<file path="config.mk">
export PLATFORM = sky130hd
export DESIGN_NAME = icache_fill_engine
export DESIGN_NICKNAME = d
export VERILOG_FILES = /design/src/rtl/icache_fill_engine.sv
export SDC_FILE = /design/constraint.sdc
export NUM_CORES = 1
export LEC_CHECK = 0
export CAP_MARGIN = 10
export CORE_UTILIZATION = 25
export CTS_BUF_LIST = sky130_fd_sc_hd__clkbuf_8
export DETAILED_ROUTE_END_ITERATION = 8
export SYNTH_ARGS = -nofsm -noshare
export SYNTH_HDL_FRONTEND = slang
export SYNTH_SLANG_ARGS = --single-unit
</file>
<file path="constraint.sdc">
create_clock -name clk -period 2.86 [get_ports clk]
set_input_delay 0.715 -clock clk [delete_from_list [all_inputs] [get_ports clk]]
set_output_delay 0.715 -clock clk [all_outputs]
set_load 0.02 [all_outputs]
</file>
<file path="src/rtl/icache_fill_engine.sv">
// Purpose: line-fill burst engine between the icache and memory, plus a snoop invalidation queue.
// Latency: request accept to mem_ar_valid 1 cycle; memory beat to rsp_data 1 cycle.
// Backpressure: none toward the cache data path; snoops stall on a full queue; fills wait for the queue to drain.
module icache_fill_engine #(
  parameter int LINE_W    = 4,
  parameter int INV_DEPTH = 4
) (
  input  logic        clk,
  input  logic        rst,
  input  logic        req_valid,
  input  logic [31:0] req_addr,
  input  logic [4:0]  req_size,
  output logic        req_ack,
  output logic        mem_ar_valid,
  input  logic        mem_ar_ready,
  output logic [31:0] mem_ar_addr,
  output logic [4:0]  mem_ar_len,
  input  logic        mem_r_valid,
  input  logic [31:0] mem_r_data,
  input  logic        mem_r_last,
  output logic        mem_r_ready,
  output logic        rsp_data_valid,
  output logic [31:0] rsp_data,
  input  logic        snoop_valid,
  input  logic [29:0] snoop_addr,
  output logic        snoop_ready,
  output logic        inv_valid,
  output logic [29:0] inv_addr,
  input  logic        inv_ack,
  output logic        protocol_error
);

  // Word-offset bits within a line; the beat counter needs at least one bit.
  localparam int          OFF_W     = $clog2(LINE_W);
  localparam int          CNT_W     = (OFF_W < 1) ? 1 : OFF_W;
  localparam int          IDX_W     = $clog2(INV_DEPTH);
  localparam logic [31:0] LINE_MASK = ~((32'(LINE_W) << 2) - 32'd1);

  typedef enum logic [1:0] {IDLE, ADDR, DATA} state_t;

  state_t           state;
  state_t           state_nxt;
  logic [CNT_W-1:0] beat_cnt;
  logic             beat;
  logic             beat_is_last;

  logic [29:0]      inv_mem [INV_DEPTH];
  logic [IDX_W:0]   wr_ptr;
  logic [IDX_W:0]   rd_ptr;
  logic             q_empty;
  logic             q_full;
  logic             push;
  logic             pop;

  // Extra pointer bit distinguishes full from empty when the indices match.
  assign q_empty     = (wr_ptr == rd_ptr);
  assign q_full      = (wr_ptr[IDX_W] != rd_ptr[IDX_W]) &&
                       (wr_ptr[IDX_W-1:0] == rd_ptr[IDX_W-1:0]);
  assign snoop_ready = ~q_full;
  assign push        = snoop_valid & ~q_full;
  assign pop         = inv_valid & inv_ack;

  // mem_r_ready is exactly "state is DATA", so derive the beat strobe from state directly.
  assign beat         = mem_r_valid & (state == DATA);
  assign beat_is_last = ({{(5-CNT_W){1'b0}}, beat_cnt} == mem_ar_len);

  // Next-state and handshake outputs; pending invalidations take priority over new fills.
  always_comb begin
    state_nxt    = state;
    req_ack      = 1'b0;
    mem_ar_valid = 1'b0;
    mem_r_ready  = 1'b0;
    inv_valid    = 1'b0;
    inv_addr     = '0;
    unique case (state)
      IDLE: begin
        if (!q_empty) begin
          inv_valid = 1'b1;
          inv_addr  = inv_mem[rd_ptr[IDX_W-1:0]];
        end else if (req_valid) begin
          req_ack   = 1'b1;
          state_nxt = ADDR;
        end
      end
      ADDR: begin
        mem_ar_valid = 1'b1;
        if (mem_ar_ready) state_nxt = DATA;
      end
      DATA: begin
        mem_r_ready = 1'b1;
        if (mem_r_valid && beat_is_last) state_nxt = IDLE;
      end
      default: state_nxt = IDLE;
    endcase
  end

  // State register.
  always_ff @(posedge clk) begin
    if (rst) state <= IDLE;
    else     state <= state_nxt;
  end

  // Capture the line-aligned burst address and length when a request is accepted.
  always_ff @(posedge clk) begin
    if (rst) begin
      mem_ar_addr <= '0;
      mem_ar_len  <= '0;
    end else if (req_ack) begin
      mem_ar_addr <= req_addr & LINE_MASK;
      mem_ar_len  <= req_size;
    end
  end

  // Beat counter: cleared while the address phase runs, wraps to zero on the final beat.
  always_ff @(posedge clk) begin
    if (rst || state == ADDR) beat_cnt <= '0;
    else if (beat)            beat_cnt <= beat_is_last ? '0 : beat_cnt + CNT_W'(1);
  end

  // Forward each accepted beat to the cache one cycle later; rsp_data holds between beats.
  always_ff @(posedge clk) begin
    if (rst) begin
      rsp_data_valid <= 1'b0;
      rsp_data       <= '0;
    end else begin
      rsp_data_valid <= beat;
      if (beat) rsp_data <= mem_r_data;
    end
  end

  // Sticky flag when memory's last marker disagrees with our own beat count.
  always_ff @(posedge clk) begin
    if (rst)                                   protocol_error <= 1'b0;
    else if (beat && (mem_r_last != beat_is_last)) protocol_error <= 1'b1;
  end

  // Invalidation queue pointers; push and pop may both happen in one cycle.
  always_ff @(posedge clk) begin
    if (rst) begin
      wr_ptr <= '0;
      rd_ptr <= '0;
    end else begin
      if (push) wr_ptr <= wr_ptr + 1'b1;
      if (pop)  rd_ptr <= rd_ptr + 1'b1;
    end
  end

  // Invalidation queue storage; contents are don't-care while unoccupied.
  always_ff @(posedge clk) begin
    if (push) inv_mem[wr_ptr[IDX_W-1:0]] <= snoop_addr;
  end

endmodule

</file>
==> out/qor.txt <==
Status -> finished clean
P_leak -> 3.61 nW
Vias -> 5035
Final #Nets -> 900
Hold Path Class -> reg -> reg
Final worst-path cycle share -> 0.969
Clock Skew -> 0.0233 ns
Synthesized area -> 7810 sq um
FF-to-FF setup slack -> 1.06 ns
Post-synth EDFFs -> 120
Asr flop ratio synth -> 0
Max-cap violation count -> 0
#FFs+latches synth -> 199
Max Freq -> 361 MHz
CP required -> 2.14 ns
Ys flop type -> edfxtp_1
Global route total overflow -> 0
Post-synthesis cell count -> 567
Gr usage total -> 0.123
CP max-delay cell -> mux4_2
Post-synth cell types -> 45
PD cells -> 669 nW/um^2
DRT iter0 DRCs -> 203
CORE AREA -> 30700 sq um
Rows -> 64
Yosys top cell by area -> edfxtp_1
Worst-margin pin slew -> 0.579 ns
Kind of cell adding the most delay to the critical path -> buffers and inverters
Synth top area share -> 0.461
Root buffer cell -> clkbuf_8
Pre-antenna DRT Iters -> 4
# hold bufs at CTS -> 0
RePlAce Congestion -> 0.743
Peak supply drop -> 0.284 mV
DRC errors left -> 0
Largest net degree at the start of global routing -> 41
Worst-path clk slew -> 0.11 ns
H-Tree Depth -> 4
Pre-CTS WS -> 0.137 ns
Avg WL per Cell -> 15.9 um
Die Ht -> 179 um
Setup tns final -> 0 ns
RSZ-0062 raised after global routing -> no
Crit end category -> output port
Initial core utilization -> 0.255
Port bufs -> 204
CTS tree -> built
Clock Sinks -> 199
Die width -> 179 um
Final Hold Viols -> 0
Vias in the first global route -> 5242
N_diodes -> 0
Synth warn -> 0
Final setup vio count -> 0
CP bufs+invs -> 3
Clk_lat worst skew -> 0.47 ns
Cell with the most instances after synthesis -> edfxtp_1
Top cells by area, synth -> edfxtp_1 (46%), dfxtp_1 (20%), mux4_2 (8.6%)
Routed wire length -> 19000 um
Final worst slack -> 0.0899 ns
Syn Area/Cell -> 13.8 sq um
Tot Pwr -> 7.29 mW
Post-synth top cells -> edfxtp_1 (120), nand2_1 (102), dfxtp_1 (79)
Share of cells above drive strength 1 -> 0.240
Peak fanout along the critical path -> 8
Antenna Nets Post-Route -> 0
Kind of critical path -> reg -> out
# IOs -> 213
Slowest cell delay on critical path -> 0.49 ns
First-pass GRT wire length -> 29200 um
Initial antenna violation count -> 1
Sequential share of the synthesized area -> 0.664
Die ar. -> 32000 sq um
Final Critical Period -> 2.77 ns
Routed vias/inst -> 4.21
Dpl hpwl -> 12100 um
Crit-path cells -> buf_4 > buf_16 > mux4_2 > nor2b_1 > clkdlybuf4s15_1
Setup crit start kind -> register
Area grow syn2layout -> 39.4%
CP arrival -> 2.06 ns
CTS Buffer Depth -> 2
Max-slew violations -> 0
Worst slew margin -> 0.614
Num CTS Buffers -> 17
Fill cell count -> 3038
==> cells in the final DEF (no fill, tap or decap), types with 3 or more instances in the layout <==
master,count
dfxtp_1,76
nor2_1,11
xor2_1,3
clkinv_4,3
clkdlybuf4s15_1,8
clkdlybuf4s50_1,171
inv_6,3
nand3_1,4
xnor2_1,7
a21oi_2,30
and2_2,4
nand3b_1,3
clkbuf_2,14
clkbuf_8,17
o21ai_0,4
edfxtp_1,120
a21oi_1,39
buf_2,7
clkinv_8,7
conb_1,4
nand2_2,30
nand2_1,102
inv_1,4
buf_4,18
buf_12,11
ha_1,5
nor2b_1,30
mux4_2,30
==> per-stage QoR <==
stage               cells  cell area, sq um  hold slack (ns)  utilization
floorplan             570              7820            0.476            -
global placement     1158             10500            0.442        0.341
detailed placement   1158             10500            0.446        0.341
CTS                  1197             10900            0.463        0.357
global route         1197             10900            0.482        0.355
finish               1197             10900            0.460        0.355
==> final timing paths <==
| kind | from | endpoint | depth (start not counted) |
|---|---|---|---|
| setup / recovery | register | inv_addr[3] | 5 |
| hold / removal | rsp_data[27]$_SDFFE_PP0P_ | rsp_data[27]$_SDFFE_PP0P_ | 2 |
| setup reg to reg | rd_ptr[0]$_SDFFE_PP0P_ | mem_ar_addr[13]$_SDFFE_PP0P_ | 6 |
| hold reg to reg | rsp_data[27]$_SDFFE_PP0P_ | rsp_data[27]$_SDFFE_PP0P_ | 2 |
==> what timing repair did <==
item / 4_1_cts / 5_1_grt
pin swaps: 1 / 0
setup buffers: 5 / 0
endpoints found under the setup margin: 32 / 22
gates resized for setup: 68 / 28
cloned: 2 / 0
==> where the power goes <==
| group | switching [mW] | total, mW | internal (mW) |
|---|---|---|---|
| registers | 0.0798 | 3.31 | 3.23 |
| clock network | 1.20 | 1.89 | 0.688 |
| logic | 1.08 | 2.09 | 1.01 |
==> registers in the layout (all words and copies together) (netlist names), 2 cells and up, named ones only <==
| signal | flops |
|---|---|
| inv_mem | 120 |
| mem_ar_len | 5 |
| wr_ptr | 3 |
| mem_ar_addr | 28 |
| rd_ptr | 3 |
| beat_cnt | 2 |
| rsp_data | 32 |
| state | 2 |
==> logic make-up (layout without fill, tap and decap cells) <==
family	Yosys count	count (layout)	share of synthesized area
DFF	199	199	0.664
xor gates and xnor gates	10	10	0.0112
adders and majority gates	5	5	0.00801
buffers and inverters	41	272	0.0317
other	1	4	0.000480
muxes	32	32	0.0890
and+or+nand+nor	200	200	0.128
AOI/OAI and AO/OA	79	79	0.0676
==> layout make-up <==
type / instances / area [sq um] / area share
clock buffers: 17 / 234 / 0.0215
flip-flops and latches: 199 / 5190 / 0.477
repair buffers: 235 / 2360 / 0.216
well taps: 396 / 495 / 0.0455
inverters: 5 / 18.8 / 0.00172
clock inverters: 15 / 199 / 0.0183
multi-input cells: 330 / 2400 / 0.220
==> worst min-delay path: stages, from the launching register on <==
cell and delay, ns:
dfxtp_1 0.32, nand2_1 0.05, a21oi_1 0.05
==> per-layer routing <==
layer	track usage	vias to the layer above	part of all wire
met1	0.152	2411	0.44
met2	0.200	164	0.47
met4	0.0381	2	0.011
met5	0	-	0.00068
li1	-	2443	-
met3	0.0430	15	0.080
No activity file was read; power rests on OpenSTA's default activity.
